`src/rtl/game_flow_pkg.sv`:
```
// ----------------------------------------------------------------------------
// game_flow_pkg
//   Shared definitions for the game flow sequencer: screen/state encodings,
//   the all-ones colour constant and the per-channel dimming helper used for
//   the pause screen.
// ----------------------------------------------------------------------------
package game_flow_pkg;

   // Screen encodings are visible on the screen output, so values are fixed.
   typedef enum logic [1:0] {
      ST_START = 2'd0,
      ST_PLAY  = 2'd1,
      ST_OVER  = 2'd2,
      ST_PAUSE = 2'd3
   } state_t;

   // Widest colour the helpers handle; callers zero-extend and truncate.
   localparam int MAX_COLOR_W = 48;

   localparam logic [MAX_COLOR_W-1:0] WHITE = '1;

   // Halve every RGB channel: shift the whole word right by one, then clear
   // each channel MSB so no bit leaks in from the neighbouring channel.
   function automatic logic [MAX_COLOR_W-1:0] dim_colour(
      input logic [MAX_COLOR_W-1:0] c,
      input int                     chan_w
   );
      logic [MAX_COLOR_W-1:0] r;
      r = c >> 1;
      for (int i = 0; i < MAX_COLOR_W; i++) begin
         if ((i % chan_w) == (chan_w - 1)) r[i] = 1'b0;
      end
      return r;
   endfunction

endpackage

```
`src/rtl/game_flow_ctrl_if.sv`:
```
// ----------------------------------------------------------------------------
// game_flow_ctrl_if
//   Bundles the sequencer's button, pixel and status signals.
//   master : stimulus side (buttons, game_over, x/y, per-screen colours out;
//            screen, level, play_en, game_restart, colour_out in)
//   slave  : game_flow_ctrl side (mirror of master)
// ----------------------------------------------------------------------------
interface game_flow_ctrl_if
   import game_flow_pkg::*;
#(
   parameter int LVL_W   = 2,
   parameter int COLOR_W = 12,
   parameter int XY_W    = 10
);
   logic               sel_btn;
   logic               next_btn;
   logic               pause_btn;
   logic               game_over;
   logic [XY_W-1:0]    x;
   logic [XY_W-1:0]    y;
   logic [COLOR_W-1:0] colour_start;
   logic [COLOR_W-1:0] colour_play;
   logic [COLOR_W-1:0] colour_over;
   state_t             screen;
   logic [LVL_W-1:0]   level;
   logic               play_en;
   logic               game_restart;
   logic [COLOR_W-1:0] colour_out;

   modport master (
      output sel_btn, next_btn, pause_btn, game_over, x, y,
             colour_start, colour_play, colour_over,
      input  screen, level, play_en, game_restart, colour_out
   );

   modport slave (
      input  sel_btn, next_btn, pause_btn, game_over, x, y,
             colour_start, colour_play, colour_over,
      output screen, level, play_en, game_restart, colour_out
   );
endinterface

```
`src/rtl/game_flow_ctrl_btn_edge.sv`:
```
// ----------------------------------------------------------------------------
// btn_edge
//   Rising-edge detector for one debounced button level.
//   clk, reset : clock, asynchronous active-high reset
//   i_btn      : debounced button level
//   o_rise     : high for the cycle where i_btn is 1 and was 0 last cycle
//   History resets to 1 so a button held through reset gives no edge.
// ----------------------------------------------------------------------------
module btn_edge (
   input  logic clk,
   input  logic reset,
   input  logic i_btn,
   output logic o_rise
);
   logic r_prev;

   always_ff @(posedge clk or posedge reset) begin
      if (reset) r_prev <= 1'b1;
      else       r_prev <= i_btn;
   end

   assign o_rise = i_btn & ~r_prev;
endmodule

```
`src/rtl/game_flow_ctrl.sv`:
```
// ----------------------------------------------------------------------------
// game_flow_ctrl
//   Top-level game sequencer: START (level menu) / PLAY / PAUSE / OVER.
//   clk, reset : clock, asynchronous active-high reset
//   bus        : game_flow_ctrl_if.slave
//                in : sel_btn, next_btn, pause_btn, game_over, x, y,
//                     colour_start, colour_play, colour_over
//                out: screen, level, play_en, game_restart, colour_out
//   Button edges are ignored for a guard window after each state change;
//   OVER returns to START on select or after OVER_TIMEOUT cycles (0 = never).
// ----------------------------------------------------------------------------
module game_flow_ctrl
   import game_flow_pkg::*;
#(
   parameter int NUM_LEVELS   = 3,
   parameter int LVL_W        = 2,
   parameter int COLOR_W      = 12,
   parameter int XY_W         = 10,
   parameter int BOX_X0       = 250,
   parameter int BOX_Y0       = 200,
   parameter int BOX_SIZE     = 8,
   parameter int BOX_PITCH    = 32,
   parameter int GUARD_CYC    = 1000,
   parameter int OVER_TIMEOUT = 500000000
) (
   input  logic           clk,
   input  logic           reset,
   game_flow_ctrl_if.slave bus
);
   localparam int GUARD_W = (GUARD_CYC > 1)    ? $clog2(GUARD_CYC)    : 1;
   localparam int OVER_W  = (OVER_TIMEOUT > 1) ? $clog2(OVER_TIMEOUT) : 1;
   localparam int HIT_N   = 2 ** LVL_W;

   state_t             r_state, w_next;
   logic [LVL_W-1:0]   r_level;
   logic [GUARD_W-1:0] r_guard;
   logic [OVER_W-1:0]  r_over_cnt;
   logic               r_restart, r_play_en;
   logic               w_sel_raw, w_nbtn_raw, w_pause_raw;
   logic               w_sel_rise, w_nbtn_rise, w_pause_rise;
   logic               w_guard_on, w_timeout;
   logic [HIT_N-1:0]   w_hit;
   logic [31:0]        w_x32, w_y32;
   logic [COLOR_W-1:0] w_dim, w_colour;

   btn_edge u_sel_edge   (.clk(clk), .reset(reset), .i_btn(bus.sel_btn),   .o_rise(w_sel_raw));
   btn_edge u_next_edge  (.clk(clk), .reset(reset), .i_btn(bus.next_btn),  .o_rise(w_nbtn_raw));
   btn_edge u_pause_edge (.clk(clk), .reset(reset), .i_btn(bus.pause_btn), .o_rise(w_pause_raw));

   // Edge history keeps tracking during the guard; only the edges are masked.
   assign w_guard_on   = (r_guard != '0);
   assign w_sel_rise   = w_sel_raw   & ~w_guard_on;
   assign w_nbtn_rise  = w_nbtn_raw  & ~w_guard_on;
   assign w_pause_rise = w_pause_raw & ~w_guard_on;
   assign w_timeout    = (OVER_TIMEOUT != 0) && (r_over_cnt == OVER_W'(OVER_TIMEOUT - 1));

   always_ff @(posedge clk or posedge reset) begin
      if (reset) r_state <= ST_START;
      else       r_state <= w_next;
   end

   always_comb begin
      w_next = r_state;
      case (r_state)
         ST_START: if (w_sel_rise) w_next = ST_PLAY;
         ST_PLAY: begin
            if (bus.game_over)      w_next = ST_OVER;
            else if (w_pause_rise)  w_next = ST_PAUSE;
         end
         ST_PAUSE: begin
            if (w_pause_rise)       w_next = ST_PLAY;
            else if (w_sel_rise)    w_next = ST_START;
         end
         ST_OVER: if (w_sel_rise || w_timeout) w_next = ST_START;
         default: w_next = ST_START;
      endcase
   end

   always_ff @(posedge clk or posedge reset) begin
      if (reset) begin
         r_level    <= '0;
         r_guard    <= '0;
         r_over_cnt <= '0;
         r_restart  <= 1'b0;
         r_play_en  <= 1'b0;
      end else begin
         r_restart <= (r_state == ST_START) && (w_next == ST_PLAY);
         r_play_en <= (w_next == ST_PLAY);
         // Select wins over next in the same cycle, so level holds then.
         if ((r_state == ST_START) && !w_sel_rise && w_nbtn_rise)
            r_level <= (r_level == LVL_W'(NUM_LEVELS - 1)) ? '0 : r_level + LVL_W'(1);
         if (w_next != r_state)
            r_guard <= (GUARD_CYC == 0) ? '0 : GUARD_W'(GUARD_CYC - 1);
         else if (w_guard_on)
            r_guard <= r_guard - GUARD_W'(1);
         if ((r_state == ST_OVER) && (w_next == ST_OVER))
            r_over_cnt <= r_over_cnt + OVER_W'(1);
         else
            r_over_cnt <= '0;
      end
   end

   // 32-bit compares: boxes lying past the coordinate range never match.
   assign w_x32 = 32'(bus.x);
   assign w_y32 = 32'(bus.y);

   generate
      for (genvar gi = 0; gi < HIT_N; gi++) begin : g_box
         if (gi < NUM_LEVELS) begin : g_real
            localparam int Y0 = BOX_Y0 + gi * BOX_PITCH;
            assign w_hit[gi] = (w_x32 >= 32'(BOX_X0)) && (w_x32 <= 32'(BOX_X0 + BOX_SIZE - 1)) &&
                               (w_y32 >= 32'(Y0))     && (w_y32 <= 32'(Y0 + BOX_SIZE - 1));
         end else begin : g_pad
            assign w_hit[gi] = 1'b0;
         end
      end
   endgenerate

   assign w_dim = COLOR_W'(dim_colour(MAX_COLOR_W'(bus.colour_play), COLOR_W / 3));

   always_comb begin
      w_colour = bus.colour_start;
      case (r_state)
         ST_START: if (|w_hit) w_colour = w_hit[r_level] ? COLOR_W'(WHITE) : '0;
         ST_PLAY:  w_colour = bus.colour_play;
         ST_OVER:  w_colour = bus.colour_over;
         ST_PAUSE: w_colour = w_dim;
         default:  w_colour = bus.colour_start;
      endcase
   end

   assign bus.screen       = r_state;
   assign bus.level        = r_level;
   assign bus.play_en      = r_play_en;
   assign bus.game_restart = r_restart;
   assign bus.colour_out   = w_colour;
endmodule

```
`src/flat_wrapper.sv`:
```
// flat-port wrapper written by rule: the top's interface ports become plain ports
module game_flow_ctrl_flat import game_flow_pkg::*;
#(
   parameter int NUM_LEVELS   = 3,
   parameter int LVL_W        = 2,
   parameter int COLOR_W      = 12,
   parameter int XY_W         = 10,
   parameter int BOX_X0       = 250,
   parameter int BOX_Y0       = 200,
   parameter int BOX_SIZE     = 8,
   parameter int BOX_PITCH    = 32,
   parameter int GUARD_CYC    = 1000,
   parameter int OVER_TIMEOUT = 500000000
)
  (clk, reset, bus_sel_btn, bus_next_btn, bus_pause_btn, bus_game_over, bus_x, bus_y, bus_colour_start, bus_colour_play, bus_colour_over, bus_screen, bus_level, bus_play_en, bus_game_restart, bus_colour_out);
  game_flow_ctrl_if #(.LVL_W(LVL_W), .COLOR_W(COLOR_W), .XY_W(XY_W)) bus_i ();
  input  logic clk;
  input  logic reset;
  input wire logic [$bits(bus_i.sel_btn)-1:0] bus_sel_btn;
  input wire logic [$bits(bus_i.next_btn)-1:0] bus_next_btn;
  input wire logic [$bits(bus_i.pause_btn)-1:0] bus_pause_btn;
  input wire logic [$bits(bus_i.game_over)-1:0] bus_game_over;
  input wire logic [$bits(bus_i.x)-1:0] bus_x;
  input wire logic [$bits(bus_i.y)-1:0] bus_y;
  input wire logic [$bits(bus_i.colour_start)-1:0] bus_colour_start;
  input wire logic [$bits(bus_i.colour_play)-1:0] bus_colour_play;
  input wire logic [$bits(bus_i.colour_over)-1:0] bus_colour_over;
  output wire logic [$bits(bus_i.screen)-1:0] bus_screen;
  output wire logic [$bits(bus_i.level)-1:0] bus_level;
  output wire logic [$bits(bus_i.play_en)-1:0] bus_play_en;
  output wire logic [$bits(bus_i.game_restart)-1:0] bus_game_restart;
  output wire logic [$bits(bus_i.colour_out)-1:0] bus_colour_out;
  assign bus_i.sel_btn = bus_sel_btn;
  assign bus_i.next_btn = bus_next_btn;
  assign bus_i.pause_btn = bus_pause_btn;
  assign bus_i.game_over = bus_game_over;
  assign bus_i.x = bus_x;
  assign bus_i.y = bus_y;
  assign bus_i.colour_start = bus_colour_start;
  assign bus_i.colour_play = bus_colour_play;
  assign bus_i.colour_over = bus_colour_over;
  assign bus_screen = bus_i.screen;
  assign bus_level = bus_i.level;
  assign bus_play_en = bus_i.play_en;
  assign bus_game_restart = bus_i.game_restart;
  assign bus_colour_out = bus_i.colour_out;
  game_flow_ctrl #(.NUM_LEVELS(NUM_LEVELS), .LVL_W(LVL_W), .COLOR_W(COLOR_W), .XY_W(XY_W), .BOX_X0(BOX_X0), .BOX_Y0(BOX_Y0), .BOX_SIZE(BOX_SIZE), .BOX_PITCH(BOX_PITCH), .GUARD_CYC(GUARD_CYC), .OVER_TIMEOUT(OVER_TIMEOUT)) u_core (.clk(clk), .reset(reset), .bus(bus_i));
endmodule
```
`config.mk`:
```
export PLATFORM = sky130hd
export DESIGN_NAME = game_flow_ctrl_flat
export DESIGN_NICKNAME = d
export VERILOG_FILES = /design/src/rtl/game_flow_pkg.sv /design/src/rtl/game_flow_ctrl_if.sv /design/src/rtl/game_flow_ctrl_btn_edge.sv /design/src/rtl/game_flow_ctrl.sv /design/src/flat_wrapper.sv
export SDC_FILE = /design/constraint.sdc
export NUM_CORES = 1
export LEC_CHECK = 0
export CAP_MARGIN = 20
export CELL_PAD_IN_SITES_DETAIL_PLACEMENT = 0
export CELL_PAD_IN_SITES_GLOBAL_PLACEMENT = 1
export CORE_AREA = 2 2 94 96
export DETAILED_ROUTE_END_ITERATION = 12
export DIE_AREA = 0 0 96 98
export GPL_TIMING_DRIVEN = 0
export PLACE_DENSITY = 0.82
export SYNTH_ARGS = -nofsm -noshare
export SYNTH_HDL_FRONTEND = slang
export SYNTH_SLANG_ARGS = --single-unit
```
`constraint.sdc`:
```
create_clock -name clk -period 3.85 [get_ports clk]
set_input_delay 0.385 -clock clk [delete_from_list [all_inputs] [get_ports clk]]
set_output_delay 0.385 -clock clk [all_outputs]
set_load 0.05 [all_outputs]
```
Word level (Yosys, flattened, before mapping)

Cells that the tools add are included.

Flip-flop bits (word level): 48
Bits in latches: 0
Memory bits (writable): 0
Memory bits (read-only): 0
Input bits: 62
Word-level logic and storage cells: 72
Memories: 0

Add/sub/neg operators: 3
Multipliers: 0
Div/mod/pow operators: 0
Order comparisons: 9
Eq/ne operators: 8
Shifts and indexed selects: 0
Multiplexer cells: 16
Bitwise gates (word level): 10
Reduce and logical (&&, ||, !) cells: 17

Operators by type and width:

| cell                                                                | number |
|---|---|
| case mux 12 bit (4 select lines)                                    | 1 |
| greater-or-equal comparator 10 x 8 -> 1 bit (second input constant) | 3 |
| adder 29 x 1 -> 29 bit (second input constant)                      | 1 |
| equality test 29 bit (second input constant)                        | 1 |
| 2-to-1 mux 29 bit                                                   | 1 |
| 2-to-1 mux 12 bit                                                   | 2 |
| <= comparator 10 x 8 -> 1 bit (second input constant)               | 2 |
| <= comparator 10 x 9 -> 1 bit (second input constant)               | 2 |
| 2-to-1 mux 10 bit                                                   | 2 |
| 2-to-1 mux 2 bit                                                    | 7 |
| logical AND 1 bit                                                   | 11 |
| greater-or-equal comparator 10 x 9 -> 1 bit (second input constant) | 1 |
| nonzero test 10 bit                                                 | 1 |
| subtractor 10 x 1 -> 10 bit (second input constant)                 | 1 |
| equality test 2 bit (second input constant)                         | 4 |
| case mux 2 bit (4 select lines)                                     | 1 |
| bitwise AND 1 bit                                                   | 6 |
| equality test 2 x 1 -> 1 bit (second input constant)                | 2 |
| inverter 1 bit                                                      | 4 |
| less-than comparator 2 x 3 -> 1 bit (second input constant)         | 1 |
| OR reduction 3 bit                                                  | 1 |
| adder 2 x 1 -> 2 bit (second input constant)                        | 1 |
| binary-select mux 1 bit (select 2 bit)                              | 1 |
| logical NOT 2 bit                                                   | 1 |
| other kinds (5)                                                     | 5 |

Depth between registers and ports, before layout

Depth in word-level cells: 9
Gate-level depth with buffers: 9
Depth with buffers taken out: 7

Cells and area by module

From an unflattened synthesis, not the netlist that was laid out.

Cell total of the unflattened synthesis: 330
Area total of the unflattened synthesis: 2959.1 um^2

By module, submodules not included:

| module         | times used | cells each | area each (um^2) |
|---|---|---|---|
| game_flow_ctrl | 1          | 321        | 2827.7 |
| btn_edge       | 3          | 3          | 43.8 |

Worst setup path after synthesis

No wires, ideal clock.

Kind: in2out
Start point: input bus_x[4]
End point: output bus_colour_out[3]
Arrival: 2791 ps
Required time: 3465 ps
Path slack: 674 ps
Stages: 6
Buffers on the path: 1
Cell sequence: nand4_1 > or4b_2 > a21oi_1 > a21oi_1 > clkbuf_1 > a222oi_1

Longest elaborated chain between the ends: 9

Ends and longest elaborated chain:

| element                                                                                             | RTL line              | text |
|---|---|---|
| start, declared                                                                                     | flat_wrapper.sv:23    | `input wire logic [$bits(bus_i.x)-1:0] bus_x;` |
| greater-or-equal comparator 10 x 8 -> 1 bit / <= comparator 10 x 9 -> 1 bit (equally long branches) | game_flow_ctrl.sv:111 | `assign w_hit[gi] = (w_x32 >= 32'(BOX_X0)) && (w_x32 <= 32'(BOX_X0 + BOX_SIZE - 1)) &&` |
| logical AND 1 bit (*)                                                                               | game_flow_ctrl.sv:111 |  |
| logical AND 1 bit                                                                                   | game_flow_ctrl.sv:111 |  |
| logical AND 1 bit                                                                                   | game_flow_ctrl.sv:112 | `(w_y32 >= 32'(Y0)) && (w_y32 <= 32'(Y0 + BOX_SIZE - 1));` |
| binary-select mux 1 bit (select 2 bit)                                                              | game_flow_ctrl.sv:124 | `ST_START: if (\|w_hit) w_colour = w_hit[r_level] ? COLOR_W'(WHITE) : '0;` |
| 2-to-1 mux 1 bit (not written as such)                                                              | game_flow_ctrl.sv:124 |  |
| 2-to-1 mux 12 bit                                                                                   | game_flow_ctrl.sv:124 |  |
| 2-to-1 mux 12 bit (*)                                                                               | game_flow_ctrl.sv:124 |  |
| case mux 12 bit (4 select lines) (*)                                                                | game_flow_ctrl.sv:123 | `case (r_state)` |
| end, declared                                                                                       | flat_wrapper.sv:32    | `output wire logic [$bits(bus_i.colour_out)-1:0] bus_colour_out;` |

Every way passes the cells marked *; elsewhere a longest branch is shown, timed or not. The select of a mux whose other input is x is not followed.

Final worst setup path

Ends and elaborated chain as after synthesis.

==> impl_metrics.sql <==
INSERT INTO impl_metrics (metric_group, metric, value, unit) VALUES
('timing', 'worst_hold_slack', '0.323', 'ns'),
('cts', 'clkTransAtPathRegs', '0.08', 'ns'),
('logic_synthesis', 'synth_top_area_share', '0.392', ''),
('layout', 'final_cell_mix', 'sky130_fd_sc_hd__clkdlybuf4s50_1 (75), sky130_fd_sc_hd__nor2_1 (49), sky130_fd_sc_hd__dfrtp_1 (45)', ''),
('timing', 'final_hold_viol_count', '0', ''),
('drt', 'dr_total_vias', '2629', ''),
('floorplan', 'initial_core_util', '0.339', ''),
('timing', 'rsz0062_at_grt', 'no', ''),
('timing', 'relSlewSlack', '0.489', ''),
('floorplan', 'io_pins', '80', ''),
('drt', 'dr_wl_met3', '514', 'um'),
('setup_path', 'criticalPathCategory', 'primary input to output pin', ''),
('global_routing', 'number_of_antenna_violations_at_the_first_check_in_global_routing', '0', ''),
('logic_synthesis', 'synth-seq-area-share', '0.419', ''),
('setup_path', 'critPathArrivalTime', '3.32', 'ns'),
('setup_path', 'critPathMaxFanout', '10', ''),
('cts', 'cts.path.max_buffers', '2', ''),
('cts', 'numCtsBuffers', '5', ''),
('layout', 'layout.filler_cells', '819', ''),
('logic_synthesis', 'post_synth_instance_area', '0.00287', 'mm2'),
('placement', 'preCtsSetupSlack', '0.124', 'ns'),
('setup_path', 'timing.critical_path.to_type', 'output pin', ''),
('timing', 'final.period_utilization', '0.963', ''),
('global_routing', 'grt_util_overall', '0.160', ''),
('drt', 'wirelength_met1', '3.08', 'mm'),
('drt', 'detail_route.wl_per_cell', '13.8', 'um'),
('drt', 'drt-initial-drc-count', '117', ''),
('layout', 'mostFrequentLayoutCell', 'sky130_fd_sc_hd__clkdlybuf4s50_1', ''),
('power', 'max-vdd-ir-drop', '0.122', 'mV'),
('timing', 'timing_worst_slew_pin_value', '0.764', 'ns'),
('cts', 'postCtsSetupBuffers', '0', ''),
('outcome', 'run_status', 'finished, final reports clean', ''),
('drt', 'top_layer_used', 'met4', ''),
('drt', 'antenna_viol_nets_final', '0', ''),
('timing', 'final_period_minus_worst_setup_slack', '3.71', 'ns'),
('logic_synthesis', 'synthCells', '321', ''),
('cts', 'cts.sinks', '48', ''),
('floorplan', 'floorplan.die.height', '98', 'um'),
('job', 'timing.max_cap.violations', '0', ''),
('layout', 'final_layout_size_suffix_gt1_frac', '0.0593', ''),
('logic_synthesis', 'synthesis.nets', '386', ''),
('timing', 'max_freq', '270', 'MHz'),
('drt', 'postRouteWirelength', '7.09', 'mm'),
('global_routing', 'number_of_global_route_vias_before_repair', '2625', ''),
('floorplan', 'core_area', '0.00847', 'mm2'),
('setup_path', 'worstPathCellList', 'clkdlybuf4s50_1 -> nand4_1 -> or4b_2 -> a21oi_1 -> a21oi_1 -> clkbuf_1 -> a222oi_1 -> clkdlybuf4s50_1', ''),
('setup_path', 'critical_path.max_stage_delay', '0.87', 'ns'),
('logic_synthesis', 'number_of_enable_type_register_cells_in_the_synthesized_netlist', '0', ''),
('logic_synthesis', 'ys_seq_elements', '48', ''),
('drt', 'vias_per_cell', '5.12', ''),
('global_routing', 'grt_max_degree', '40', ''),
('cts', 'cts_tree', 'yes', ''),
('logic_synthesis', 'synthesized_area_per_cell', '8.95', 'um2'),
('global_routing', 'grt_overflow', '0', ''),
('cts', 'cts_hold_buffers', '0', ''),
('timing', 'tns', '0', 'ns'),
('cts', 'cts.repair.resized', '0', ''),
('logic_synthesis', 'yosysWarnings', '0', ''),
('layout', 'finish.net_count', '469', ''),
('timing', 'setup_violations', '0', ''),
('placement', 'detailed_place_hpwl', '5.38', 'mm'),
('power', 'fin_total_pwr', '949', 'uW'),
('logic_synthesis', 'synthDominantAreaCellType', 'sky130_fd_sc_hd__dfrtp_1', ''),
('setup_path', 'critical-path-slowest-cell', 'sky130_fd_sc_hd__clkdlybuf4s50_1', ''),
('drt', 'dr.pass1.iters', '5', ''),
('placement', 'place_congestion', '0.771', ''),
('timing', 'fin_ws', '0.141', 'ns'),
('cts', 'clockRootBuffer', 'sky130_fd_sc_hd__clkbuf_8', ''),
('power', 'power-per-cell-area', '245', 'mW/mm2'),
('global_routing', 'grt_first_pass_wirelength', '12.0', 'mm'),
('min_path', 'min-delay-path-class', 'primary input to asynchronous set/reset pin', '');
cells in the mapped netlist, types with 2 or more instances:
library cell                 n
sky130_fd_sc_hd__buf_6       2
sky130_fd_sc_hd__nor2_1     49
sky130_fd_sc_hd__mux2_2      2
sky130_fd_sc_hd__and3_1      3
sky130_fd_sc_hd__nand3_1    17
sky130_fd_sc_hd__dfrtp_1    45
sky130_fd_sc_hd__dfstp_2     3
sky130_fd_sc_hd__or4_1       3
sky130_fd_sc_hd__nor4_1      8
sky130_fd_sc_hd__nand2b_1    7
sky130_fd_sc_hd__nand2_1    30
sky130_fd_sc_hd__a21oi_1     6
sky130_fd_sc_hd__o21ai_0     2
sky130_fd_sc_hd__and2_1      4
sky130_fd_sc_hd__nor3b_1     2
sky130_fd_sc_hd__or2_2       3
sky130_fd_sc_hd__or3_1       3
sky130_fd_sc_hd__nand4_1    10
sky130_fd_sc_hd__a221oi_1    9
sky130_fd_sc_hd__o2111ai_1   3
sky130_fd_sc_hd__xnor2_1    22
sky130_fd_sc_hd__clkbuf_1   11
sky130_fd_sc_hd__xor2_1      9
sky130_fd_sc_hd__nor2b_1     4
sky130_fd_sc_hd__nand4b_1    2
sky130_fd_sc_hd__ha_1        3
sky130_fd_sc_hd__inv_1      14
sky130_fd_sc_hd__a222oi_1    3
sky130_fd_sc_hd__mux2i_1     9
sky130_fd_sc_hd__nor3_1     11
sky130_fd_sc_hd__and4_1      5
registers in the layout, indices dropped and copies added (netlist names):
signal                      cells
u_core.bus.game_restart         1
u_core.bus.screen               2
u_core.bus.level                2
u_core.u_pause_edge.r_prev      1
u_core.u_sel_edge.r_prev        1
u_core.u_next_edge.r_prev       1
u_core.bus.play_en              1
u_core.r_over_cnt              29
u_core.r_guard                 10
critical path, delay by kind of cell:
kind                   cells  cell delay (ns)
buffers and inverters      3             1.60
AND/OR/NAND/NOR            2             0.72
AO/OA/AOI/OAI              3             0.61
routing by layer:
layer	vias to the layer above	track usage
met5	-	0
met4	0	0.0429
met3	9	0.0517
met2	77	0.259
met1	1238	0.203
li1	1305	-
logic make-up (layout without fill, tap and decap cells):
| kind of cell | after synthesis | after routing | synth area share |
|---|---|---|---|
| flops | 48 | 48 | 0.419 |
| mux | 11 | 11 | 0.0392 |
| buf+inv | 28 | 112 | 0.0422 |
| fa+ha+maj | 3 | 3 | 0.0131 |
| xor+xnor | 31 | 31 | 0.0945 |
| compound gates | 33 | 33 | 0.0893 |
| simple gates | 167 | 167 | 0.302 |
final timing paths:
path,start,end,slack [ns],cells after the start
worst max-delay path,bus_x[4],bus_colour_out[3],0.14,8
worst min-delay path,reset,u_core.r_guard[3],0.32,2
worst max register to register,u_core.r_guard[0],u_core.r_guard[3],1.32,7
worst min register to register,u_core.r_over_cnt[0],u_core.r_over_cnt[0],0.45,1
max in group asynchronous,reset,u_core.u_pause_edge.r_prev,2.99,3
min in group clk,u_core.r_over_cnt[0],u_core.r_over_cnt[0],0.45,1
power by group:
| group | internal [uW] | switching, uW | leakage (uW) |
|---|---|---|---|
| Sequential | 506 | 0.472 | 0.000625 |
| Clock | 147 | 163 | 0.0000455 |
| Combinational | 73.3 | 58.2 | 0.000777 |
| Total | 727 | 222 | 0.00145 |
area by class of cell:
cell class	count	area [um2]	share of cell area
Inverter	14	52.6	0.0136
Clock buffer	8	90.1	0.0233
Sequential cell	48	1200	0.311
Timing Repair Buffer	76	771	0.199
Tap cell	108	135	0.0349
Multi-Input combinational cell	245	1550	0.400
Buffer	14	68.8	0.0178
metrics by stage:
stage | cell area [um2] | cells
after detailed placement | 3780 | 505
after floorplan | 2870 | 321
after global placement | 3760 | 504
after global routing | 3870 | 513
after CTS | 3870 | 513
final | 3870 | 513
No activity file was read; power rests on OpenSTA's default activity.
